### config.mk
export PLATFORM = sky130hd
export DESIGN_NAME = tmp_sample_ctrl
export DESIGN_NICKNAME = d
export VERILOG_FILES = /design/src/rtl/tmp_pkg.sv /design/src/rtl/tmp_avg.sv /design/src/rtl/tmp_sample_ctrl.sv
export SDC_FILE = /design/constraint.sdc
export NUM_CORES = 1
export LEC_CHECK = 0
export BUFFER_PORTS_ARGS = -buffer_cell sky130_fd_sc_hd__buf_2
export CAP_MARGIN = 20
export CORE_UTILIZATION = 29
export CTS_BUF_LIST = sky130_fd_sc_hd__clkbuf_16
export CTS_CLUSTER_SIZE = 24
export DETAILED_ROUTE_END_ITERATION = 8
export MAX_ROUTING_LAYER = met4
export SYNTH_ARGS = -nofsm -noshare
export SYNTH_HDL_FRONTEND = slang
export SYNTH_SLANG_ARGS = --single-unit
### constraint.sdc
create_clock -name clk -period 9.2 [get_ports clk]
set_clock_uncertainty 0.15 [all_clocks]
set_input_delay 2.3 -clock clk [delete_from_list [all_inputs] [get_ports clk]]
set_output_delay 2.3 -clock clk [all_outputs]
set_load 0.02 [all_outputs]
### src/rtl/tmp_pkg.sv
// Shared types and constants for the temperature sample controller.
package tmp_pkg;

  localparam int TEMP_W  = 13;
  localparam int RAW_MSB = 15;
  localparam int RAW_LSB = 3;

  typedef enum logic [2:0] {
    IDLE,
    ISSUE,
    WAIT_DONE,
    UPDATE,
    WAIT_PERIOD
  } tmp_state_t;

  // Sample period expressed in clock cycles.
  function automatic int calc_period(input int clk_hz, input int sample_ms);
    return (clk_hz / 1000) * sample_ms;
  endfunction

endpackage

### src/rtl/tmp_avg.sv
// Moving-average stage: ring of the last 2^AVG_LOG2 samples with a running
// signed sum. The first accepted sample preloads every ring entry so the
// output is meaningful immediately.
module tmp_avg
  import tmp_pkg::*;
#(
  parameter int AVG_LOG2 = 2
) (
  input  logic              clk,
  input  logic              rst,
  input  logic              wr,
  input  logic [TEMP_W-1:0] din,
  output logic [TEMP_W-1:0] dout,
  output logic              valid
);

  localparam int DEPTH = 1 << AVG_LOG2;
  localparam int PW    = (AVG_LOG2 == 0) ? 1 : AVG_LOG2;
  localparam int SW    = TEMP_W + AVG_LOG2;

  logic [TEMP_W-1:0]    ring [DEPTH];
  logic [PW-1:0]        ptr;
  logic signed [SW-1:0] sum;
  logic signed [SW-1:0] sum_next;
  logic signed [SW-1:0] din_ext;
  logic signed [SW-1:0] old_ext;

  // Next running sum: preload on the first sample, else swap oldest for newest.
  always_comb begin
    // NOTE: every variable gets a value on every path, so no latch is inferred.
    din_ext  = SW'($signed(din));
    old_ext  = SW'($signed(ring[ptr]));
    sum_next = sum;
    if (!valid) sum_next = din_ext <<< AVG_LOG2;
    else        sum_next = sum - old_ext + din_ext;
  end

  // Sum, pointer, output and valid flag.
  always_ff @(posedge clk or posedge rst) begin
    // NOTE: non-blocking assignments keep every register reading pre-edge values.
    if (rst) begin
      sum   <= '0;
      ptr   <= '0;
      dout  <= '0;
      valid <= 1'b0;
    end else if (wr) begin
      sum   <= sum_next;
      dout  <= TEMP_W'(sum_next >>> AVG_LOG2);
      valid <= 1'b1;
      if (valid) ptr <= (ptr == PW'(DEPTH - 1)) ? '0 : ptr + PW'(1);
    end
  end

  // Sample ring storage.
  // NOTE: the ring has no reset; the first-sample preload overwrites every entry
  // before any of them is read into the sum.
  always_ff @(posedge clk) begin
    if (wr) begin
      if (!valid) begin
        for (int i = 0; i < DEPTH; i++) ring[i] <= din;
      end else begin
        ring[ptr] <= din;
      end
    end
  end

endmodule

### src/rtl/tmp_sample_ctrl.sv
// Periodic sensor read scheduler: issues one read per sample period, watches
// the done/timeout handshake, counts timeouts and feeds the averager.
module tmp_sample_ctrl
  import tmp_pkg::*;
#(
  parameter int CLK_HZ      = 100_000_000,
  parameter int SAMPLE_MS   = 250,
  parameter int TIMEOUT_CYC = 1_000_000,
  parameter int AVG_LOG2    = 2
) (
  input  logic              clk,
  input  logic              rst,
  input  logic              en,
  input  logic              rd_busy,
  input  logic              rd_done,
  input  logic [15:0]       rd_data,
  output logic              rd_start,
  output logic [TEMP_W-1:0] temp_o,
  output logic              temp_valid,
  output logic              temp_upd,
  output logic              err,
  output logic [7:0]        err_cnt
);

  localparam int PERIOD = calc_period(CLK_HZ, SAMPLE_MS);
  localparam int PCW    = $clog2(PERIOD + 1);
  localparam int TCW    = $clog2(TIMEOUT_CYC + 1);

  tmp_state_t        state, state_next;
  logic [PCW-1:0]    pcnt;
  logic [TCW-1:0]    tcnt;
  logic [TEMP_W-1:0] sample;
  logic              issue, capture, timeout;
  logic              rd_start_next, err_next, upd_next;
  logic              unused_raw_bits;

  // The fractional sub-LSB bits of the sensor register carry no temperature.
  assign unused_raw_bits = ^rd_data[RAW_LSB-1:0];

  assign timeout = (tcnt == TCW'(TIMEOUT_CYC - 1));

  // Next state and next registered-output values.
  always_comb begin
    state_next    = state;
    issue         = 1'b0;
    capture       = 1'b0;
    rd_start_next = 1'b0;
    err_next      = 1'b0;
    upd_next      = 1'b0;
    case (state)
      IDLE: if (en) state_next = ISSUE;
      ISSUE: begin
        if (!en) begin
          state_next = IDLE;
        end else if (!rd_busy) begin
          issue         = 1'b1;
          rd_start_next = 1'b1;
          state_next    = WAIT_DONE;
        end
      end
      WAIT_DONE: begin
        // A done in the final timeout cycle still counts as a good read.
        if (rd_done) begin
          capture    = 1'b1;
          state_next = UPDATE;
        end else if (timeout) begin
          err_next   = 1'b1;
          state_next = en ? WAIT_PERIOD : IDLE;
        end
      end
      UPDATE: begin
        upd_next   = 1'b1;
        state_next = en ? WAIT_PERIOD : IDLE;
      end
      WAIT_PERIOD: begin
        if (!en)                             state_next = IDLE;
        else if (pcnt == PCW'(PERIOD - 1))   state_next = ISSUE;
      end
      default: state_next = IDLE;
    endcase
  end

  // State register and registered output pulses.
  always_ff @(posedge clk or posedge rst) begin
    if (rst) begin
      state    <= IDLE;
      rd_start <= 1'b0;
      err      <= 1'b0;
      temp_upd <= 1'b0;
    end else begin
      state    <= state_next;
      rd_start <= rd_start_next;
      err      <= err_next;
      temp_upd <= upd_next;
    end
  end

  // Period counter: the issue cycle is count 0, so issues land PERIOD apart.
  always_ff @(posedge clk or posedge rst) begin
    if (rst)                              pcnt <= '0;
    else if (issue)                       pcnt <= PCW'(1);
    else if (state == IDLE)               pcnt <= '0;
    else if (pcnt != PCW'(PERIOD - 1))    pcnt <= pcnt + PCW'(1);
  end

  // Timeout counter, running only while a read is outstanding.
  always_ff @(posedge clk or posedge rst) begin
    if (rst)                                   tcnt <= '0;
    else if (issue)                            tcnt <= '0;
    else if (state == WAIT_DONE && !timeout)   tcnt <= tcnt + TCW'(1);
  end

  // Saturating timeout count and captured sample.
  always_ff @(posedge clk or posedge rst) begin
    if (rst) begin
      err_cnt <= '0;
      sample  <= '0;
    end else begin
      if (err_next && err_cnt != 8'hFF) err_cnt <= err_cnt + 8'd1;
      if (capture)                      sample  <= rd_data[RAW_MSB:RAW_LSB];
    end
  end

  tmp_avg #(.AVG_LOG2(AVG_LOG2)) u_avg (
    .clk   (clk),
    .rst   (rst),
    .wr    (state == UPDATE),
    .din   (sample),
    .dout  (temp_o),
    .valid (temp_valid)
  );

endmodule

=== Yosys cells after proc, flatten, opt, wreduce, memory -nomap -nowiden ===
Memories as Yosys holds them, arrays and structs flattened.
Index checks and enable logic that the tools add are counted.

* Equal/unequal tests: 13
* Reductions and logical operators: 9
* Mux-type cells: 34
* Add/subtract/negate cells: 6

{| class="wikitable"
|+ Operators by type and width
! cell !! number
|-
| $mux W25 || 3
|-
| $mux W20 || 2
|-
| $add A25 B1 Y25 const B || 1
|-
| $eq A25 B25 Y1 const B || 1
|-
| $ne A25 B25 Y1 const B || 1
|-
| $mux W3 || 8
|-
| $add A20 B1 Y20 const B || 1
|-
| $eq A20 B20 Y1 const B || 1
|-
| $mux W1 || 16
|-
| $add A15 B13 Y15 || 1
|-
| $mux W15 || 1
|-
| $pmux W3 S5 || 1
|-
| $sub A15 B13 Y15 || 1
|-
| $mux W13 || 1
|-
| $reduce_or A13 Y1 || 1
|-
| $ne A3 B3 Y1 const B || 3
|-
| $add A8 B1 Y8 const B || 1
|-
| $ne A8 B8 Y1 const B || 1
|-
| $eq A3 B2 Y1 const B || 2
|-
| $mux W2 || 2
|-
| $reduce_and A4 Y1 || 1
|-
| $eq A3 B1 Y1 const B || 1
|-
| $eq A3 B3 Y1 const B || 1
|-
| $logic_not A3 Y1 || 1
|-
| 8 further kinds || 9
|}

* Bits of input ports: 21
* Memories kept: 1
* Bits in registers: 103
* Word-level logic and storage cells: 75
* Bits in writable memories: 52

{| class="wikitable"
|+ Memories
! memory !! words !! bits a word !! rd ports !! clocked after memory_dff !! wr ports !! RTL line !! RTL
|-
| u_avg.ring || 4 || 13 || 1 || 0 || 4 || tmp_avg.sv:21 || <nowiki>logic [TEMP_W-1:0] ring [DEPTH];</nowiki>
|}

=== Longest topological paths before layout ===
Gate-level depths: netlist of run 1.

* Word-level depth: 5
* Gate-level depth with buffers: 13

=== Hierarchy ===
From an unflattened synthesis of run 1, not the netlist that was laid out.

* Cells, all modules: 667
* Area, all modules: 7459.7 µm²

{| class="wikitable"
|+ Modules (own cells, without submodules)
! module !! area an instance (µm²) !! cells each !! times used
|-
| tmp_avg || 3965.1 || 328 || 1
|-
| tmp_sample_ctrl || 3494.6 || 339 || 1
|}

=== Worst setup path before layout of run 1 ===
No wires, ideal clock.

* Path kind: reg-to-reg
* Start point: register u_avg.ptr[0]
* End point: register u_avg.sum[13]
* Setup slack: 5468 ps
* Library setup time: 124 ps
* Required time: 8926 ps
* Arrival: 3458 ps
* Clock period less this slack: 3732 ps
* Cell stages (with the launch flop): 14
* Path through: dfrtp_1 buf_2 clkbuf_1 mux4_2 fa_1 inv_1 ha_1 a21oi_1 nor2_1 a41o_1 a21oi_1 o21ai_0 mux2i_1 a211o_1

* Word-level cells in the longest chain between the ends: 4

{| class="wikitable"
|+ RTL lines
! what !! RTL line !! RTL
|-
| from (decl) || tmp_avg.sv:22 || <nowiki>logic [PW-1:0] ptr;</nowiki>
|-
| from (signal assigned) || tmp_avg.sv:50 || <nowiki>if (valid) ptr <= (ptr == PW'(DEPTH - 1)) ? '0 : ptr + PW'(1);</nowiki>
|-
| $mem_v2 Z4 W13 || - ||
|-
| $sub A15 B13 Y15 || tmp_avg.sv:35 || <nowiki>else sum_next = sum - old_ext + din_ext;</nowiki>
|-
| $add A15 B13 Y15 || tmp_avg.sv:35 ||
|-
| $mux W15 || tmp_avg.sv:34 || <nowiki>if (!valid) sum_next = din_ext <<< AVG_LOG2;</nowiki>
|-
| to (signal assigned) || tmp_avg.sv:47 || <nowiki>sum <= sum_next;</nowiki>
|-
| to (decl) || tmp_avg.sv:23 || <nowiki>logic signed [SW-1:0] sum;</nowiki>
|}

Every way passes these cells.
A chain may end at the register's enable or synchronous reset.

=== Final worst setup path of run 1 ===
* Start point: register u_avg.ptr[1]
* End point: register u_avg.sum[14]

The elaborated chain is that of the path after synthesis.

==> results_dict.tcl, run 1 <==
set metrics [dict create \
    slew_headroom 0.369 \
    numCtsBuffers 17 \
    htreeDepth 4 \
    yosys_warnings 0 \
    hold_violations 0 \
    power_switching_w 0.00132 \
    syn2layout_area_growth_pct 15.1 \
    cap_violations 0 \
    cts_buffer_depth 2 \
    rsz0062_at_grt "no" \
    ctsResizeCount 0 \
    n_fill_cell 2420 \
    combPwrFrac 0.491 \
    slew_violations 0 \
    cp-start-kind "flop" \
    nNetsFinal 742 \
    synth_xor_xnor_area_share 0.0686 \
    synth.distinct_cells 53 \
    seqPwrFrac 0.290 \
    async_reset_ff_frac 0.634 \
    timing.final.crit_period_ns 3.93 \
    critPathRequiredTime_ns 9.34 \
    grt_max_degree 70 \
    synth_ff_type "dfrtp_1" \
    grt.total_usage 0.124 \
    power.total_w 0.00321 \
    synth_fa_ha_area_frac 0.0729 \
    seqCellArea_sq_um 3810 \
    fin_crit_sh 0.427 \
    final_common_cell "dfrtp_1" \
    swShare 0.410 \
    hold_path.class "flop to flop" \
    path_clk_slew_ns 0.07 \
    max_clock_freq_mhz 255 \
    cp-end-kind "flop" \
    core-area_sq_um 24500 \
    drive_gt1_frac 0.151 \
    start_util 0.298 \
    path_cells "mux4_2, fa_1, inv_1, fa_1, a211oi_1, nor2_1, o21ai_0, a21oi_1, xnor2_1, mux2i_1, a21oi_1" \
    path_class "flop to flop" \
    power_density_nw_per_um2 383 \
    synth_seq_cells 142 \
    syn_area_sq_um 7280 \
    die_y_um 160 \
    first_iter_violations 281 \
    antenna_left 0 \
    io_pins 46 \
    multi_input_area_sq_um 3030 \
    drt-total-wl_um 14400 \
    synth-compound-area-share 0.0741 \
    gp_congestion 0.872 \
    intPower_w 0.00190 \
    grt_overflow 0 \
    vias 4694 \
    worst-slew-pin-transition_ns 0.947 \
    preCtsSetupSlack_ns 5.25 \
    clock_power_share 0.219 \
    fp.dieW_um 160 \
    wl_per_cell_um 14.1 \
    fin_tns_setup_ns 0 \
    synth_nets 708 \
    arrival_ns 4.07 \
    mostFrequentLayoutCells "dfrtp_1 (90), inv_1 (63), nor2_1 (54)" \
    worstHoldPathCells 1 \
    cts_tree "done" \
    setup_viol 0 \
    drt_pass1_iterations 6 \
    hold_buffers 0 \
    synth-seq-area-share 0.524 \
    crit_path_max_incr_delay_ns 0.85 \
    dp_hpwl_um 9660 \
    die-area_sq_um 25700 \
    clk_latency_ns 0.42 \
    cp_slowest_cell "dfrtp_1" \
    grt_pass1_wl_um 24400 \
    synth-simple-area-share 0.143 \
    clock-sinks 142 \
    grt_pass1_vias 4728 \
    cts_setup_buffers 0 \
    synth_top_family_by_area "simple AND/OR/NAND/NOR gates" \
    drc 0 \
    worst_slack_ns 5.27 \
    p_leak_nw 3.65 \
    synth_edf_count 52 \
    post-synth-top-area-cell "dfrtp_1" \
    path_delay_family "adder cells" \
    vdd_ir_drop_max_v 0.000185 \
    cts_root_buffer "clkbuf_16" \
    cp_max_fo 19 \
    path_buf_inv 1 \
    status "complete, no violations" \
    synth.area.mux_share 0.0572 \
    antenna_found_initial 1 \
    via_per_inst 4.58 \
    synthTopCellsByArea "dfrtp_1 (31%), edfxtp_1 (21%), xor2_1 (4.3%)" \
    path_depth 11 \
    portBuffers 42 \
    syn_inst 653 \
    yosys.area.top_type_share 0.309 \
    avgSynthCellArea_sq_um 11.2 \
    num_rows 57 \
    r2r_cells 11 \
]
cell usage after synthesis, types with 3 or more instances:
| cell | n |
|---|---|
| inv_1 | 64 |
| nor2b_1 | 5 |
| o211ai_1 | 6 |
| nand2b_1 | 5 |
| nor3_1 | 8 |
| clkbuf_1 | 15 |
| o21ai_0 | 39 |
| nand3_1 | 29 |
| a21o_1 | 5 |
| xnor2_1 | 21 |
| nand4_1 | 18 |
| a21oi_1 | 23 |
| o21a_1 | 4 |
| buf_4 | 14 |
| ha_1 | 20 |
| a211oi_1 | 3 |
| xor2_1 | 36 |
| mux2i_1 | 9 |
| edfxtp_1 | 52 |
| nor4_1 | 3 |
| and4_1 | 5 |
| nor2_1 | 54 |
| or3_1 | 4 |
| and3_1 | 10 |
| mux4_2 | 13 |
| nand2_1 | 44 |
| mux2_2 | 3 |
| dfrtp_1 | 90 |
| fa_1 | 14 |
| buf_2 | 7 |
sequential cells by signal, indices dropped and copies added, names as in the netlist:
register	flops
err	1
err_cnt	8
pcnt	25
rd_start	1
sample	13
state	3
tcnt	20
temp_upd	1
u_avg.ptr	2
u_avg.ring	52
u_avg.sum	15
u_avg.valid	1
routing by layer:
metal / vias to the layer above / wire length [um] / track usage / part of all wire
met5: - / 0 / - / 0
met3: 8 / 593 / 0.0315 / 0.041
met2: 68 / 6660 / 0.187 / 0.46
met1: 2289 / 7030 / 0.163 / 0.49
li1: 2329 / - / - / -
met4: 0 / 128 / 0.0407 / 0.0089
through the flow:
stage / utilization / cells / hold WS, ns / instance area, sq um
after global placement: 0.318 / 992 / 0.341 / 7780
final: 0.343 / 1026 / 0.343 / 8380
after CTS: 0.342 / 1024 / 0.347 / 8380
after floorplan: - / 653 / 0.323 / 7280
after detailed placement: 0.318 / 992 / 0.332 / 7780
after global routing: 0.343 / 1025 / 0.358 / 8380
path summary, 6_finish.rpt:
kind | slack [ns] | startpoint | endpoint
setup / recovery | 5.27 | u_avg.ptr[1]$_DFFE_PP0P_ | u_avg.sum[14]$_DFFE_PP0P_
hold / removal | 0.34 | err_cnt[7]$_DFFE_PP0P_ | err_cnt[7]$_DFFE_PP0P_
setup reg to reg | 5.27 | u_avg.ptr[1]$_DFFE_PP0P_ | u_avg.sum[14]$_DFFE_PP0P_
hold reg to reg | 0.34 | err_cnt[7]$_DFFE_PP0P_ | err_cnt[7]$_DFFE_PP0P_
max in group asynchronous | 5.98 | rst | u_avg.sum[1]$_DFFE_PP0P_
min in group asynchronous | 1.68 | rst | err_cnt[4]$_DFFE_PP0P_
power by group through the flow:
stage,Sequential (W),Clock (W),Combinational [W]
finish,0.000932,0.000705,0.00158
global route,0.000954,0.000749,0.00179
CTS,0.000934,0.000720,0.00157
detailed placement,0.000945,0,0.00156
global placement,0.000941,0,0.00154
floorplan,0.000892,0,0.00132
kinds of logic after synthesis:
group,after synthesis
flip-flops,142
buffers and inverters,101
AO/OA/AOI/OAI,91
adder cells (fa/ha/maj),34
AND/OR/NAND/NOR,203
multiplexers,25
XOR/XNOR,57
final cells by class:
cell class,instances,share of cell area
repair buffers,51,0.0331
well taps,324,0.0484
clock buffers,17,0.0507
flip-flops and latches,142,0.455
multi-input cells,410,0.362
diodes,2,0.000597
clock inverters,15,0.0209
inverters,65,0.0294
Note: power is estimated with default switching activity, not from simulation.
==> run 2, diff against run 1 <==
- ABC_AREA: not set -> 1
- clock period: 9.2 -> 3.4 ns (I/O delays scaled with it)
==> run 2 against run 1 <==
Against the previous run:
- final cell count increased by 46%
- via count increased by 47%
- sequential power increased to 2.6 times the previous value
- combinational power increased to 3.2 times the previous value
- maximum frequency increased by 26%
- clock-buffer cell count unchanged
- sequential cell count unchanged
- critical path type unchanged
==> results_dict.tcl, run 2 <==
set metrics [dict create \
    status "complete, no violations" \
    dp_hpwl_um 15000 \
    path_clk_slew_ns 0.06 \
    synth_fa_ha_area_frac 0.0641 \
    timing.final.crit_period_ns 3.13 \
    drt_pass1_iterations 5 \
    portBuffers 42 \
    syn_inst 1055 \
    cp-start-kind "flop" \
    placed_area_sq_um 8920 \
    yosys_warnings 0 \
    timing.rr.start "u_avg.ptr[1]$_DFFE_PP0P_" \
    gp_congestion 0.922 \
    synth_edf_count 52 \
    design_area_sq_um 9500 \
    wl_per_cell_um 13.5 \
    mostFrequentLayoutCells "nand2_1 (290), inv_1 (159), nor2_1 (127)" \
    slew_violations 0 \
    grt_pass1_wl_um 32700 \
    whs_endpoint "tcnt[1]$_DFFE_PP0P_" \
    worst-slew-pin-transition_ns 0.675 \
    rsz0062_at_grt "no" \
    fin_util 0.340 \
    async_reset_ff_frac 0.634 \
    cap_violations 0 \
    vias 6896 \
    largest_reg_flops 52 \
    arrival_ns 3.28 \
    min-delay-start "tcnt[1]$_DFFE_PP0P_" \
    io_pins 46 \
    antenna_found_initial 0 \
    fin_crit_sh 0.920 \
    vdd_ir_drop_max_v 0.000538 \
    synth.distinct_cells 41 \
    drc 0 \
    max_clock_freq_mhz 320 \
    avgSynthCellArea_sq_um 7.84 \
    synthTopCellsByCount "nand2_1 (290), inv_1 (158), nor2_1 (127), dfrtp_1 (90), nand3_1 (79)" \
    slew_headroom 0.550 \
    via_per_inst 4.61 \
    grt_max_degree 49 \
    grt_overflow 0 \
    top_regs "u_avg.ring x52, pcnt x25, tcnt x20" \
    drt-total-wl_um 20200 \
    swShare 0.454 \
    antenna_left 0 \
    fin_tns_setup_ns 0 \
    synth_xor_xnor_area_share 0.0222 \
    clock_power_share 0.198 \
    synth_seq_cells 142 \
    grt_pass1_vias 6378 \
    ctsResizeCount 0 \
    rrSetupSlack_ns 0.27 \
    fp.dieW_um 171 \
    hold_violations 0 \
    syn_area_sq_um 8270 \
    drive_gt1_frac 0.0958 \
    numCtsBuffers 17 \
    hold_path.class "flop to flop" \
    power_switching_w 0.00427 \
    synth_nets 1110 \
    first_iter_violations 518 \
    synth_top_family_by_area "simple AND/OR/NAND/NOR gates" \
    die-area_sq_um 29200 \
    synth-seq-area-share 0.461 \
    core-area_sq_um 27900 \
    final_cells 1495 \
    synthTopCellsByArea "dfrtp_1 (27%), edfxtp_1 (19%), nand2_1 (13%)" \
    nNetsFinal 1159 \
    syn2layout_area_growth_pct 14.8 \
    cts_tree "done" \
    synth-simple-area-share 0.279 \
    path_class "flop to flop" \
    power_density_nw_per_um2 990 \
    clk_latency_ns 0.42 \
    clock-sinks 142 \
    p_leak_nw 4.42 \
    num_rows 61 \
    cts_buffer_depth 2 \
    hold_buffers 0 \
    htreeDepth 4 \
    cts_setup_buffers 0 \
    n_fill_cell 2930 \
    start_util 0.296 \
    combPwrFrac 0.540 \
    cp_max_fo 15 \
    setup_viol 0 \
    r2r_cells 14 \
    power.total_w 0.00940 \
    synth_ff_type "dfrtp_1" \
    critPathRequiredTime_ns 3.56 \
    post-synth-top-area-cell "dfrtp_1" \
    final_common_cell "nand2_1" \
    synth-compound-area-share 0.0765 \
    yosys.area.top_type_share 0.272 \
    worstHoldPathCells 2 \
    yosysMostFrequentCell "nand2_1" \
    largest-register "u_avg.ring" \
    synth.area.mux_share 0 \
    dpl.cell_count 1463 \
    cts_root_buffer "clkbuf_16" \
    seqPwrFrac 0.262 \
    r2r-end "u_avg.sum[14]$_DFFE_PP0P_" \
    diodes 0 \
    grt.total_usage 0.148 \
    die_y_um 171 \
    intPower_w 0.00514 \
    cp-end-kind "flop" \
]
run 2: changes by cell type in the layout (fill, tap and decap cells not counted), sizes merged, moves of 22 or more:
cell | previous run | this run
nand2 | 44 | 295
inv | 72 | 165
nor2 | 55 | 131
nand3 | 29 | 79
xor2 | 36 | 9
o22ai | 0 | 22
run 2: layout make-up:
type / instances / area (sq um) / share of cell area
flip-flops and latches: 142 / 3810 / 0.401
well taps: 378 / 473 / 0.0498
clock inverters: 15 / 155 / 0.0163
repair buffers: 60 / 345 / 0.0363
clock buffers: 17 / 425 / 0.0448
inverters: 166 / 628 / 0.0661
multi-input cells: 717 / 3660 / 0.385
run 2: metal layers:
| layer | part of all wire | GRT usage |
|---|---|---|
| met1 | 0.48 | 0.196 |
| met2 | 0.46 | 0.231 |
| met3 | 0.039 | 0.0296 |
| met4 | 0.018 | 0.0404 |
| met5 | 0 | - |
run 2: per-stage QoR:
| stage | hold WS, ns | setup slack (ns) |
|---|---|---|
| finish | 0.365 | 0.273 |
| global placement | 0.340 | 0.357 |
| CTS | 0.362 | 0.283 |
| global route | 0.393 | 0.0424 |
| floorplan | 0.317 | 0.0647 |
| detailed placement | 0.348 | 0.308 |
run 2: worst max path at each step:
stage                        startpoint                         to  slack [ns]  cells past startpoint
2_1_floorplan                       rst              err$_DFF_PP0_        0.06                      1
3_3_place_gp   u_avg.ptr[1]$_DFFE_PP0P_  u_avg.sum[14]$_DFFE_PP0P_        0.36                     14
3_5_place_dp   u_avg.ptr[1]$_DFFE_PP0P_  u_avg.sum[14]$_DFFE_PP0P_        0.31                     14
4_1_cts        u_avg.ptr[1]$_DFFE_PP0P_  u_avg.sum[14]$_DFFE_PP0P_        0.28                     14
5_1_grt        u_avg.ptr[1]$_DFFE_PP0P_  u_avg.sum[14]$_DFFE_PP0P_        0.04                     15
6_report       u_avg.ptr[1]$_DFFE_PP0P_  u_avg.sum[14]$_DFFE_PP0P_        0.27                     14
run 2: power by group through the flow:
stage / combinational [W] / sequential (W) / clock, W
CTS: 0.00514 / 0.00247 / 0.00189
floorplan: 0.00399 / 0.00242 / 0
finish: 0.00508 / 0.00246 / 0.00186
global placement: 0.00505 / 0.00248 / 0
detailed placement: 0.00511 / 0.00249 / 0
global route: 0.00586 / 0.00250 / 0.00195
run 2: logic make-up (layout without fill, tap and decap cells):
| group | after synthesis | in the layout |
|---|---|---|
| xor gates and xnor gates | 21 | 21 |
| buffers and inverters | 196 | 258 |
| and+or+nand+nor | 550 | 550 |
| AOI/OAI and AO/OA | 112 | 112 |
| adders and majority gates | 34 | 34 |
| DFF | 142 | 142 |
run 2: worst max-delay path: stages (launching register included):
cell and delay (ns):
dfrtp_1 0.37, inv_1 0.37, o21ai_0 0.19, o22ai_1 0.32
fa_1 0.48, inv_1 0.07, ha_1 0.28, nand2_1 0.11
nand2_1 0.05, nand2_1 0.05, nand3_1 0.18, nand2_1 0.14
nand3_1 0.08, nand3_1 0.10, nand2_1 0.06
==> run 3, diff against run 2 <==
- ABC_AREA: 1 -> not set
- CTS_CLUSTER_SIZE: 24 -> not set
==> run 3 against run 2 <==
Against the previous run:
- the run now ends with negative setup slack left
- first-iteration DRC count shrank 38%
- critical path depth shrank 1
- maximum frequency shrank 9.6%
- wire length shrank 22%
- critical endpoint is now u_avg.sum[11]$_DFFE_PP0P_
- global-route usage shrank 1.8 points
- final area shrank 4.4%
- via count shrank 27%
- die area shrank 12%
- largest cell class unchanged
- final cell count shrank 28%
- clock-buffer cell count is the same
- worst hold slack lost 0.022 ns
==> results_dict.tcl, run 3 (synthesized netlist as in run 1, its figures left out) <==
set metrics [dict create \
    worst-slew-pin-transition_ns 0.719 \
    clk_latency_ns 0.42 \
    slew_headroom 0.520 \
    r2r_cells 13 \
    drt_pass1_iterations 5 \
    die-area_sq_um 25700 \
    timing.rr.start "u_avg.ptr[0]$_DFFE_PP0P_" \
    antenna_left 0 \
    cp_max_fo 4 \
    violations "negative setup slack" \
    crit_path_max_incr_delay_ns 0.53 \
    core-area_sq_um 24500 \
    grt.total_usage 0.130 \
    numCtsBuffers 17 \
    vias 5004 \
    max_clock_freq_mhz 289 \
    grt_pass1_wl_um 25200 \
    cp-start-kind "flop" \
    timing.final.crit_period_ns 3.46 \
    drc 0 \
    grt_pass1_vias 5056 \
    largest_reg_flops 52 \
    worstHoldPathCells 1 \
    setup_viol 3 \
    cp_slowest_cell "fa_1" \
    syn2layout_area_growth_pct 24.7 \
    dp_hpwl_um 10500 \
    portBuffers 42 \
    hold_buffers 0 \
    clock-sinks 142 \
    antenna_found_initial 3 \
    htreeDepth 4 \
    cts_root_buffer "clkbuf_16" \
    wl_per_cell_um 14.6 \
    rrSetupSlack_ns -0.06 \
    cts_buffer_depth 2 \
    cp-end-kind "flop" \
    grt_overflow 0 \
    drt-total-wl_um 15700 \
    largest-register "u_avg.ring" \
    critPathRequiredTime_ns 3.56 \
    status "complete, but fails checks" \
    path_delay_family "compound AO/OA/AOI/OAI gates" \
    fin_crit_sh 1.02 \
    worst_slack_ns -0.0581 \
    top_regs "u_avg.ring x52, pcnt x25, tcnt x20" \
    first_iter_violations 321 \
    die_y_um 160 \
    num_rows 57 \
    path_class "flop to flop" \
    hold_violations 0 \
    nNetsFinal 790 \
    drive_gt1_frac 0.251 \
    slew_violations 0 \
    path_buf_inv 3 \
    io_pins 46 \
    grt_max_degree 49 \
    gp_congestion 0.827 \
    whs_endpoint "err_cnt[7]$_DFFE_PP0P_" \
    cap_violations 0 \
    cts_tree "done" \
    via_per_inst 4.65 \
    fp.dieW_um 160 \
    path_cells "buf_12, mux4_2, fa_1, inv_2, buf_6, ha_4, a21o_1, nand4_1, nand3_4, a21oi_4, a221o_1, a311oi_2, a21oi_1" \
    preCtsSetupSlack_ns -0.263 \
    arrival_ns 3.62 \
    rsz0062_at_grt "yes" \
    startpoint "u_avg.ptr[0]$_DFFE_PP0P_" \
    start_util 0.298 \
    hold_path.class "flop to flop" \
    final_common_cell "dfrtp_1" \
    r2r-end "u_avg.sum[11]$_DFFE_PP0P_" \
    mostFrequentLayoutCells "dfrtp_1 (88), inv_1 (62), nor2_1 (53)" \
    path_clk_slew_ns 0.06 \
    min-delay-start "err_cnt[7]$_DFFE_PP0P_" \
]
-- run 3: cell type report --
type / instances / area (sq um)
Antenna cell: 3 / 7.51
Timing Repair Buffer: 99 / 682
Sequential cell: 142 / 3820
Clock buffer: 17 / 425
Inverter: 65 / 246
Clock inverter: 15 / 220
Tap cell: 324 / 405
Multi-Input combinational cell: 410 / 3280
Fill cell: 2377 / 15400
-- run 3: worst max-delay path by stage --
stage | endpoint | slack [ns] | depth (start not counted)
final | u_avg.sum[11]$_DFFE_PP0P_ | -0.06 | 13
after global routing | u_avg.sum[12]$_DFFE_PP0P_ | -0.24 | 13
after CTS | u_avg.sum[13]$_DFFE_PP0P_ | -0.03 | 13
after detailed placement | u_avg.sum[14]$_DFFE_PP0P_ | -0.26 | 11
after global placement | u_avg.sum[14]$_DFFE_PP0P_ | -0.25 | 11
after floorplan | u_avg.sum[14]$_DFFE_PP0P_ | 0.002 | 12
-- run 3: repair_timing --
item / 4_1_cts / 5_1_grt
endpoints found under the setup margin: 8 / 10
pin swaps: 7 / 27
setup buffers: 4 / 7
gates resized for setup: 19 / 40
-- run 3: stage by stage --
step           TNS (ns)  std cells   util  cell area, sq um  hold slack, ns
3_3_place_gp      -1.16       1029  0.330              8070           0.339
2_1_floorplan         0        653      -              7300           0.323
6_report         -0.150       1075  0.371              9080           0.343
3_5_place_dp      -1.24       1029  0.330              8070           0.340
5_1_grt          -0.948       1075  0.371              9080           0.361
4_1_cts         -0.0262       1065  0.361              8840           0.350
-- run 3: layer usage --
metal  up-vias  global-route usage  wire length (um)
met1      2477               0.158              7240
met5         -                   -                 0
li1       2428                   -                 -
met4         0              0.0381               197
met3        15              0.0385               726
met2        84               0.210              7550
Power of run 3 is left out: the tool's default activity adds up to more than one toggle a clock period on the data nets, which glitch-free logic cannot reach.
